File: src/rtl/scan_counter.sv
// scan_counter: display-scan ring counter with a built-in prescaler.
// Steps a digit index over N_DIGITS positions (not necessarily a power of
// two) once every PRESCALE enabled clock cycles, in either direction, with
// synchronous load. Drives the index, a one-hot select and step/wrap pulses.
//
// Output handshake: tick is a one-cycle valid strobe with no ready; it is
// high in exactly the first cycle a stepped idx/sel is visible, wrap is only
// meaningful while tick is high, and the consumer must sample in that cycle.
module scan_counter #(
    parameter int N_DIGITS = 4,
    parameter int PRESCALE = 100000,
    localparam int IDX_W = (N_DIGITS > 1) ? $clog2(N_DIGITS) : 1,
    localparam int PRE_W = (PRESCALE > 1) ? $clog2(PRESCALE) : 1
) (
    input  logic                clk,
    input  logic                rst,
    input  logic                en,
    input  logic                dir,
    input  logic                load,
    input  logic [IDX_W-1:0]    load_val,
    output logic [IDX_W-1:0]    idx,
    output logic [N_DIGITS-1:0] sel,
    output logic                tick,
    output logic                wrap
);

    localparam logic [PRE_W-1:0]    PRE_LAST = PRE_W'(PRESCALE - 1);
    localparam logic [IDX_W-1:0]    IDX_LAST = IDX_W'(N_DIGITS - 1);
    localparam logic [IDX_W:0]      IDX_LIM  = (IDX_W + 1)'(N_DIGITS);
    localparam logic [N_DIGITS-1:0] SEL_ONE  = {{(N_DIGITS - 1){1'b0}}, 1'b1};

    logic [PRE_W-1:0]    pre_cnt;
    logic                step;
    logic [IDX_W-1:0]    idx_up;
    logic [IDX_W-1:0]    idx_dn;
    logic                wrap_nxt;
    logic [IDX_W-1:0]    load_idx;
    logic [N_DIGITS-1:0] sel_up;
    logic [N_DIGITS-1:0] sel_dn;
    logic [N_DIGITS-1:0] sel_load;

    assign step = en && (pre_cnt == PRE_LAST);

    // Next-index candidates; ring boundaries are explicit so non-power-of-two
    // counts never rely on natural binary wrap-around.
    always_comb begin
        idx_up   = (idx == IDX_LAST) ? '0 : idx + 1'b1;
        idx_dn   = (idx == '0) ? IDX_LAST : idx - 1'b1;
        wrap_nxt = dir ? (idx == '0) : (idx == IDX_LAST);
        load_idx = ({1'b0, load_val} < IDX_LIM) ? load_val : '0;
        sel_up   = {sel[N_DIGITS-2:0], sel[N_DIGITS-1]};
        sel_dn   = {sel[0], sel[N_DIGITS-1:1]};
        sel_load = SEL_ONE << load_idx;
    end

    // Prescaler, index, select and pulse registers: rst > load > step > hold.
    always_ff @(posedge clk) begin
        if (rst) begin
            pre_cnt <= '0;
            idx     <= '0;
            sel     <= SEL_ONE;
            tick    <= 1'b0;
            wrap    <= 1'b0;
        end else if (load) begin
            pre_cnt <= '0;
            idx     <= load_idx;
            sel     <= sel_load;
            tick    <= 1'b0;
            wrap    <= 1'b0;
        end else if (step) begin
            pre_cnt <= '0;
            idx     <= dir ? idx_dn : idx_up;
            sel     <= dir ? sel_dn : sel_up;
            tick    <= 1'b1;
            wrap    <= wrap_nxt;
        end else begin
            tick <= 1'b0;
            wrap <= 1'b0;
            if (en) begin
                pre_cnt <= pre_cnt + 1'b1;
            end
        end
    end

endmodule

File: config.mk
export PLATFORM = sky130hd
export DESIGN_NAME = scan_counter
export DESIGN_NICKNAME = d
export VERILOG_FILES = /design/src/rtl/scan_counter.sv
export SDC_FILE = /design/constraint.sdc
export NUM_CORES = 1
export LEC_CHECK = 0
export ABC_AREA = 1
export BUFFER_PORTS_ARGS = -buffer_cell sky130_fd_sc_hd__buf_2
export CORE_MARGIN = 5
export CORE_UTILIZATION = 43
export CTS_CLUSTER_DIAMETER = 100
export CTS_CLUSTER_SIZE = 12
export DETAILED_ROUTE_END_ITERATION = 8
export PLACE_DENSITY = 0.72
export SLEW_MARGIN = 20
export SYNTH_ARGS = -nofsm -noshare
export SYNTH_HDL_FRONTEND = slang
export SYNTH_SLANG_ARGS = --single-unit
File: constraint.sdc
create_clock -name clk -period 2.2 [get_ports clk]
set_clock_uncertainty 0.1 [all_clocks]
set_input_delay 0.22 -clock clk [delete_from_list [all_inputs] [get_ports clk]]
set_output_delay 0.22 -clock clk [all_outputs]
set_load 0.01 [all_outputs]
==> results of run 1 <==
-- logic make-up (layout without fill, tap and decap cells) --
| logic type | count (synthesis) | in the layout | share of synthesized area [%] |
|---|---|---|---|
| buffers and inverters | 25 | 39 | 8.33 |
| XOR/XNOR | 12 | 12 | 8.05 |
| adder cells (fa/ha/maj) | 3 | 3 | 2.87 |
| AO/OA/AOI/OAI | 18 | 18 | 7.38 |
| flip-flops | 25 | 25 | 38.3 |
| AND/OR/NAND/NOR | 104 | 104 | 35.1 |
-- worst max-delay path, stage by stage, from the launching register on --
cell and delay (ns):
sky130_fd_sc_hd__dfxtp_1 0.40, sky130_fd_sc_hd__ha_1 0.21, sky130_fd_sc_hd__nand2_1 0.07, sky130_fd_sc_hd__inv_1 0.08, sky130_fd_sc_hd__nand3_1 0.18, sky130_fd_sc_hd__nor2_4 0.21
sky130_fd_sc_hd__nand3_1 0.08, sky130_fd_sc_hd__a21oi_1 0.14
-- stage by stage --
stage	area, sq um	setup slack, ns	hold slack, ns	util, %
2_1_floorplan	1310	0.788	0.352	-
3_3_place_gp	1390	0.713	0.367	46.6
3_5_place_dp	1390	0.683	0.373	46.6
4_1_cts	1420	0.660	0.0915	47.5
5_1_grt	1420	0.512	0.124	47.5
6_report	1420	0.667	0.107	47.5
-- routing by layer --
metal / vias up / GRT usage (%) / share of wire [%]
met2: 17 / 19.4 / 44
met4: 0 / 4.15 / 1.1
met1: 494 / 15.8 / 51
met3: 2 / 4.27 / 4.1
li1: 612 / - / -
met5: - / 0 / 0
-- final cells by class --
| type | instances | share of cell area [%] |
|---|---|---|
| multi-input cells | 137 | 49.2 |
| well taps | 33 | 2.92 |
| flip-flops and latches | 25 | 35.4 |
| clock buffers | 3 | 1.59 |
| inverters | 21 | 5.57 |
| clock inverters | 1 | 0.354 |
| repair buffers | 14 | 4.95 |
-- flip-flops by register name (all words and copies together) (netlist names) --
signal   count
sel          4
tick         1
pre_cnt     17
idx          2
wrap         1
-- cells in the mapped netlist (all sizes together), types with 3 or more instances --
cell type / number
nand2: 47
nor2: 35
dfxtp: 25
inv: 20
nand3: 18
a21oi: 10
xor2: 7
o21ai: 5
xnor2: 5
buf: 4
ha: 3
nor3: 3
-- path summary, 6_finish.rpt --
path               startpoint          end  slack, ns  cells after the start
setup / recovery   pre_cnt[0]  pre_cnt[16]       0.67                      7
hold / removal             en   pre_cnt[1]       0.11                      3
setup reg to reg   pre_cnt[0]  pre_cnt[16]       0.67                      7
hold reg to reg   pre_cnt[16]  pre_cnt[16]       0.39                      2
-- power by group through the flow --
stage / Clock, mW / Combinational [mW] / Sequential [mW]
3_3_place_gp: 0 / 0.0827 / 0.481
5_1_grt: 0.230 / 0.0938 / 0.473
4_1_cts: 0.215 / 0.0825 / 0.471
3_5_place_dp: 0 / 0.0823 / 0.481
6_report: 0.204 / 0.0820 / 0.471
2_1_floorplan: 0 / 0.0580 / 0.484
==> summary.md, run 1 <==
| Metric | Value |
|---|---|
| Status | `complete, no violations` |
| Register bit count reported by yosys | `25` |
| Crit Path Class | `reg -> reg` |
| CTS tree | `done` |
| Number of hold violations in the final report | `0` |
| Count of input and output buffers | `14` |
| P per Cell Area | `535 nW/um^2` |
| NumNets Final | `212` |
| Synth Instances | `187` |
| Cell Count Post-Placement | `230` |
| Final max-slew violation count | `0` |
| Most frequent cells in the layout | `sky130_fd_sc_hd__nand2_1 (45), sky130_fd_sc_hd__nor2_1 (31), sky130_fd_sc_hd__dfxtp_1 (25)` |
| Area grow syn2layout | `8.33%` |
| Syn nets | `197` |
| TritonCTS buffer count | `3` |
| Final wirelength | `approximately 2.3 mm` |
| Worst IR drop on VDD | `about 0.00031 V` |
| Number of primary I/O pins | `15` |
| Setup repair after global routing missed its margin | `false` |
| Post-DR wirelength/cell | `9.82 um` |
| GRT Overall Usage | `between 10 and 15%` |
| Die extent in x | `around 65 um` |
| Count of cells resized by post-cts repair | `0` |
| Internal Dissipation | `roughly 0.56 mW` |
| Initial core utilization | `43.9%` |
| Switching power total | `just under 0.2 mW` |
| Library cell occupying the most area in the post-synthesis netlist | `sky130_fd_sc_hd__dfxtp_1` |
| Arrival @ worst endpoint | `about 1.7 ns` |
| Max-slew headroom | `76.4%` |
| Storage element area | `roughly 500 sq um` |
| Worst Path Max Fanout | `5` |
| Power share of the clock group | `26.9%` |
| Core Rows | `20` |
| Number of enable-type register cells in the synthesized netlist | `0` |
| Static leakage power | `0.588 nW` |
| Number of violations reported at the end of detailed-routing iteration 0 | `53` |
| Sum of net half-perimeters after detailed placement | `~1.8 mm` |
| Placeable core region | `about 3000 sq um` |
| Total power after layout | `around 0.76 mW` |
| Largest cells by area after synthesis | `sky130_fd_sc_hd__dfxtp_1 (38%), sky130_fd_sc_hd__nand2_1 (13%), sky130_fd_sc_hd__nor2_1 (8.9%)` |
| Post-Layout Cell Count | `around 230` |
| Worst hold path type | `in -> reg` |
| Per-cell via count in the routed design | `just under 5` |
| Required arrival time at the worst endpoint | `around 2.4 ns` |
| GPL Wtd Cong | `0.844` |
| Max Cap Viol | `0` |
| Initial antenna violation count | `0` |
| Count of clock tree sinks | `25` |
| Sequential fraction of the synthesis area | `between 30% and 40%` |
| Final worst-path cycle share | `69.7%` |
| Multi-input gate area in the final layout | `roughly 700 sq um` |
| Top-area cell type share of the netlist area | `a little under two fifths` |
| Maximum number of pins on one net before global-route repair | `19` |
| Die boundary height | `65.1 um` |
| # setup viols final | `0` |
| Most common cell after layout, fill and taps aside | `sky130_fd_sc_hd__nand2_1` |
| Number of buffers added to fix hold violations after cts | `0` |
| Insertion delay to the later sink of the worst-skew pair | `around 0.32 ns` |
| Drt pass-1 iters | `4` |
| Clock input transition at the sequential cells of the worst setup and hold paths | `about 0.13 ns` |
| Number of setup buffers added after CTS | `0` |
| Nature of the critical path endpoint | `flip-flop` |
| Dominant synthesized flop cell | `sky130_fd_sc_hd__dfxtp_1` |
| Wire length of the first global-routing pass | `~4.2 mm` |
| Warning count from the yosys run | `0` |
| Remaining DRCs | `0` |
| Number of nets with antenna violations after detailed routing | `0` |
| Switching share of power | `25.7%` |
| Number of global-route vias before repair | `around 1,000` |
| Fraction of layout instances using a drive strength above 1 | `between 10% and 20%` |
| Count of distinct cell types in the synthesized netlist | `23` |
| Syn Area/Cell | `between 6 and 7 sq um` |
| Final min period | `1.53 ns` |
| Antenna diode count | `0` |
| Number of buffers on the longest clock path | `2` |
| Clock tree root buffer cell | `sky130_fd_sc_hd__clkbuf_4` |
| Die Outline Area | `4240 sq um` |
| Crit path launch type | `flip-flop` |
| Proportion of power drawn by combinational gates | `around 11%` |
| Gr ovfl total | `0` |
| Share of flip-flops with an asynchronous set or reset after synthesis | `0%` |
| Power share of the sequential group | `62.2%` |
| Cell area after synthesis | `1310 sq um` |
| Setup TNS | `0 ns` |
| Slew @ Worst Pin | `between 0.3 and 0.4 ns` |
| Vias post-DR | `~1,100` |
| Highest Clock Rate | `roughly 650 MHz` |
| FILL cells | `315` |
| Number of H-tree branching levels | `1` |
(Power assumes the default switching activity.)
==> run 2: changes to the inputs <==
clock period = 1.6 ns   (was 2.2 ns; I/O delays follow)
==> summary.md, run 2 (synthesis results as in run 1) <==
| Metric | Value |
|---|---|
| Number of H-tree branching levels | `1` |
| Number of buffers on the longest clock path | `2` |
| Max-slew headroom | `~68%` |
| Final worst-path cycle share | `94.9%` |
| Number of nets with antenna violations after detailed routing | `0` |
| Maximum number of pins on one net before global-route repair | `19` |
| Area grow syn2layout | `13.1%` |
| Remaining DRCs | `0` |
| Core Rows | `20` |
| NumNets Final | `215` |
| Worst IR drop on VDD | `approximately 0.00055 V` |
| Number of buffers and inverters on the critical path | `0` |
| Die boundary height | `~65 um` |
| Slowest cell on the critical path | `sky130_fd_sc_hd__dfxtp_2` |
| Vias post-DR | `1,164` |
| Setup TNS | `0 ns` |
| Number of violations reported at the end of detailed-routing iteration 0 | `54` |
| Antenna diode count | `0` |
| Required arrival time at the worst endpoint | `between 1.5 and 2 ns` |
| Insertion delay to the later sink of the worst-skew pair | `around 0.33 ns` |
| Worst flop-to-flop path endpoint | `sel[2]` |
| Worst Path Max Fanout | `6` |
| Most frequent cell on the critical path | `sky130_fd_sc_hd__nand2_1` |
| Crit Reg-Reg Startpoint | `pre_cnt[0]` |
| Sum of net half-perimeters after detailed placement | `1.76 mm` |
| Number of buffers added to fix hold violations after cts | `0` |
| Clock tree root buffer cell | `sky130_fd_sc_hd__clkbuf_4` |
| Fraction of layout instances using a drive strength above 1 | `17.2%` |
| Most frequent cells in the layout | `sky130_fd_sc_hd__nand2_1 (43), sky130_fd_sc_hd__nor2_1 (30), sky130_fd_sc_hd__dfxtp_1 (22)` |
| Clock input transition at the sequential cells of the worst setup and hold paths | `around 0.14 ns` |
| Static leakage power | `between 0.5 and 0.6 nW` |
| Initial antenna violation count | `0` |
| CTS tree | `done` |
| Final wirelength | `around 2.6 mm` |
| Die extent in x | `around 65 um` |
| Final min period | `1.52 ns` |
| Number of primary I/O pins | `15` |
| Crit path launch type | `flip-flop` |
| Post-Layout Cell Count | `about 240` |
| Worst hold path type | `in -> reg` |
| Drt pass-1 iters | `4` |
| Gr ovfl total | `0` |
| Nature of the critical path endpoint | `flip-flop` |
| Highest Clock Rate | `about 660 MHz` |
| Number of global-route vias before repair | `roughly 1,000` |
| Max Cap Viol | `0` |
| P per Cell Area | `between 700 and 800 nW/um^2` |
| Die Outline Area | `around 4200 sq um` |
| GRT Overall Usage | `roughly an eighth` |
| Crit Path Class | `reg -> reg` |
| Most flop-heavy register | `pre_cnt` |
| Stage delay of the slowest cell on the critical path | `between 0.3 and 0.4 ns` |
| Worst hold path stage count | `3` |
| Hold path startpoint | `en` |
| Status | `complete, no violations` |
| Final max-slew violation count | `0` |
| Placeable core region | `2980 sq um` |
| Initial core utilization | `43.9%` |
| Setup slack of the most critical reg-to-reg path | `a little over 0.08 ns` |
| WHS Endpoint | `pre_cnt[1]` |
| Per-cell via count in the routed design | `between 4 and 5` |
| Count of input and output buffers | `14` |
| Cell Count Post-Placement | `between 200 and 250` |
| Arrival @ worst endpoint | `about 1.7 ns` |
| Stages on the worst setup path | `10` |
| # setup viols final | `0` |
| Most common cell after layout, fill and taps aside | `sky130_fd_sc_hd__nand2_1` |
| Number of flip-flops in the largest register | `17` |
| Crit path cell chain | `ha_4, nand2_2, nor2_2, nand2_1, nor2_4, nand2_4, nand2_4, nand2_1, nand2_1, nor2_1` |
| Wire length of the first global-routing pass | `slightly above 4 mm` |
| Number of hold violations in the final report | `0` |
| Slew @ Worst Pin | `around 0.49 ns` |
| CP delay by family, top | `simple AND/OR/NAND/NOR gates` |
| Count of clock tree sinks | `25` |
| GPL Wtd Cong | `0.845` |
| Post-DR wirelength/cell | `between 10 and 15 um` |
| Registers with the most flip-flops | `pre_cnt (17), sel (4), idx (2)` |
| Setup repair after global routing missed its margin | `true` |
| Worst R2R Path Depth | `10` |
| TritonCTS buffer count | `3` |
run 2: repair_timing:
action,4_1_cts,5_1_grt
endpoints found under the setup margin,0,23
gates resized for setup,0,11
buffers inserted,0,1
hold endpoints to repair,0,0
run 2: per-layer routing:
metal | GRT usage (%) | up-vias | routed length (um)
met4 | 4.66 | 0 | 42
met3 | 4.27 | 5 | 134
li1 | - | 624 | -
met5 | 0 | - | 0
met1 | 14.9 | 514 | 1240
met2 | 19.7 | 21 | 1150
run 2: worst min-delay path: cells and delay by family:
kind,cells,cell delay (ns)
AO/OA/AOI/OAI,1,0.06
AND/OR/NAND/NOR,1,0.07
buffers and inverters,1,0.15
run 2: metrics by stage:
step / power (mW) / util, % / cell area, sq um / worst slack, ns / hold WS [ns]
finish: 1.06 / 49.6 / 1480 / 0.0816 / 0.0216
global route: 1.11 / 49.6 / 1480 / -0.0257 / 0.0426
CTS: 1.07 / 47.6 / 1420 / 0.0362 / 0.00765
global placement: 0.775 / 46.6 / 1390 / 0.114 / 0.367
detailed placement: 0.775 / 46.6 / 1390 / 0.0695 / 0.370
floorplan: 0.745 / - / 1310 / 0.188 / 0.304
run 2: worst max-delay path by stage:
stage                     startpoint           to  slack, ns
after floorplan           pre_cnt[0]  pre_cnt[10]       0.19
after CTS                 pre_cnt[0]       idx[1]       0.04
final                     pre_cnt[0]       sel[2]       0.08
after detailed placement  pre_cnt[0]       idx[1]       0.07
after global placement    pre_cnt[0]       idx[1]       0.11
after global routing      pre_cnt[0]       sel[2]      -0.03
run 2: area by class of cell:
cell class | instances | area (sq um)
well taps | 33 | 41.3
clock buffers | 3 | 22.5
multi-input cells | 139 | 743
repair buffers | 15 | 77.6
clock inverters | 1 | 7.51
inverters | 21 | 78.8
fillers | 303 | 1500
flip-flops and latches | 25 | 507
run 2: power breakdown:
group,switching (mW),internal (mW),total (mW)
Clock,0.200,0.0960,0.296
Combinational,0.0743,0.0473,0.122
Sequential,0.0124,0.635,0.647
Total,0.287,0.778,1.06
==> run 3: changes to the inputs <==
GPL_TIMING_DRIVEN = 0   (was not set)
==> summary.md, run 3 (synthesis results as in run 1) <==
| Metric | Value |
|---|---|
| CTS tree | `done` |
| Power share of the clock group | `about 27%` |
| Registers with the most flip-flops | `pre_cnt (17), sel (4), idx (2)` |
| Static leakage power | `0.657 nW` |
| Drt pass-1 iters | `4` |
| Worst Path Max Fanout | `5` |
| Clock input transition at the sequential cells of the worst setup and hold paths | `~0.15 ns` |
| Proportion of power drawn by combinational gates | `around an eighth` |
| Number of flip-flops in the largest register | `17` |
| Insertion delay to the later sink of the worst-skew pair | `approximately 0.33 ns` |
| Final worst-path cycle share | `a little over nine tenths` |
| Gr ovfl total | `0` |
| Internal Dissipation | `around 0.8 mW` |
| Number of buffers on the longest clock path | `2` |
| Antenna diode count | `0` |
| Final max-slew violation count | `0` |
| Number of H-tree branching levels | `1` |
| Status | `complete, no violations` |
| Count of input and output buffers | `12` |
| Worst-case setup slack after placement | `-0.0981 ns` |
| Utilization of the core after routing | `53.7%` |
| Initial antenna violation count | `0` |
| Post-DR wirelength/cell | `approximately 11 um` |
| Vias post-DR | `around 1,200` |
| Final worst hold slack | `0.0318 ns` |
| Die extent in x | `65.1 um` |
| Sum of net half-perimeters after detailed placement | `between 1.5 and 2 mm` |
| Number of violations reported at the end of detailed-routing iteration 0 | `90` |
| Fraction of layout instances using a drive strength above 1 | `22.4%` |
| Switching share of power | `between 20% and 30%` |
| Die Outline Area | `4240 sq um` |
| Number of global-route vias before repair | `~1,000` |
| Core Rows | `20` |
| # setup viols final | `0` |
| GPL Wtd Cong | `a little over 0.8` |
| Slew @ Worst Pin | `approximately 0.27 ns` |
| Post-Layout Cell Count | `approximately 240` |
| Most frequent cells in the layout | `sky130_fd_sc_hd__nand2_1 (44), sky130_fd_sc_hd__nor2_1 (27), sky130_fd_sc_hd__dfxtp_1 (23)` |
| Worst IR drop on VDD | `around 0.00032 V` |
| Clock tree root buffer cell | `sky130_fd_sc_hd__clkbuf_4` |
| Highest Clock Rate | `roughly 660 MHz` |
| Cell Count Post-Placement | `~230` |
| Required arrival time at the worst endpoint | `1.74 ns` |
| Die boundary height | `about 65 um` |
| Max Cap Viol | `0` |
| Final wirelength | `between 2 and 3 mm` |
| Power share of the sequential group | `59.9%` |
| Fin worst setup slack | `approximately 0.094 ns` |
| TritonCTS buffer count | `3` |
| Switching power total | `between 0.2 and 0.3 mW` |
| Number of hold violations in the final report | `0` |
| Wire length of the first global-routing pass | `around 4.5 mm` |
| Number of primary I/O pins | `15` |
| Arrival @ worst endpoint | `between 1.5 and 2 ns` |
| GRT Overall Usage | `a little over an eighth` |
| Crit path launch type | `flip-flop` |
| P per Cell Area | `676 nW/um^2` |
| Initial core utilization | `a little over two fifths` |
| Count of clock tree sinks | `25` |
| Worst hold path type | `in -> reg` |
| NumNets Final | `approximately 220` |
| Crit Path Class | `reg -> reg` |
| Most flop-heavy register | `pre_cnt` |
| Placeable core region | `~3000 sq um` |
| Nature of the critical path endpoint | `flip-flop` |
| Per-cell via count in the routed design | `4.81` |
| Remaining DRCs | `0` |
| Area grow syn2layout | `22.4%` |
| Final min period | `~1.5 ns` |
| Max-slew headroom | `81.7%` |
| Number of nets with antenna violations after detailed routing | `0` |
| Maximum number of pins on one net before global-route repair | `15` |
| Most common cell after layout, fill and taps aside | `sky130_fd_sc_hd__nand2_1` |
| Setup repair after global routing missed its margin | `true` |
==> run 3: worst paths after layout <==
| path | from | depth (start not counted) | slack, ns | endpoint |
|---|---|---|---|---|
| max | pre_cnt[0] | 9 | 0.09 | pre_cnt[12] |
| min | en | 3 | 0.03 | pre_cnt[1] |
| max reg2reg | pre_cnt[0] | 9 | 0.09 | pre_cnt[12] |
| min reg2reg | pre_cnt[16] | 2 | 0.38 | pre_cnt[16] |
==> run 3: metal layers <==
| layer | wire, um | GRT usage [%] | part of all wire (%) |
|---|---|---|---|
| met5 | 0 | 0 | 0 |
| met4 | 61 | 5.44 | 2.3 |
| met3 | 109 | 2.22 | 4.1 |
| met2 | 1170 | 21.5 | 44 |
| met1 | 1300 | 17.3 | 49 |
==> run 3: repair_timing <==
action | 4_1_cts | 5_1_grt
resized for setup | 5 | 13
setup buffers | 6 | 0
cloned | 0 | 1
endpoints found under the setup margin | 14 | 24
hold endpoints to repair | 0 | 0
hold buffers | 0 | 0
pin swaps | 3 | 5
==> run 3: critical path, stage by stage (launching register included) <==
cell,delay [ns]
sky130_fd_sc_hd__dfxtp_4,0.39
sky130_fd_sc_hd__ha_4,0.15
sky130_fd_sc_hd__nand2_2,0.05
sky130_fd_sc_hd__nor2_2,0.09
sky130_fd_sc_hd__nand2_1,0.07
sky130_fd_sc_hd__nor2_2,0.13
sky130_fd_sc_hd__nand2_4,0.10
sky130_fd_sc_hd__nand3_4,0.13
sky130_fd_sc_hd__clkbuf_16,0.17
sky130_fd_sc_hd__nor2_4,0.03
==> run 3: power groups by stage <==
stage          registers (mW)  clock network (mW)  logic, mW
2_1_floorplan           0.665                   0     0.0798
4_1_cts                 0.648               0.299      0.130
5_1_grt                 0.650               0.328      0.159
3_5_place_dp            0.661                   0      0.119
3_3_place_gp            0.661                   0      0.118
6_report                0.647               0.292      0.141
==> run 3: final cells by class <==
type | count | area [sq um]
Clock buffer | 3 | 22.5
Clock inverter | 1 | 5.00
Sequential cell | 25 | 505
Inverter | 21 | 78.8
Multi-Input combinational cell | 137 | 761
Timing Repair Buffer | 19 | 155
Fill cell | 300 | 1380
Buffer | 4 | 30.0
Tap cell | 33 | 41.3
==> run 3: through the flow <==
stage	cell area, sq um	total power, mW	TNS (ns)
after floorplan	1310	0.745	0
after global placement	1410	0.780	-0.419
after detailed placement	1410	0.781	-0.994
after CTS	1520	1.08	0
after global routing	1600	1.14	-0.00793
final	1600	1.08	0
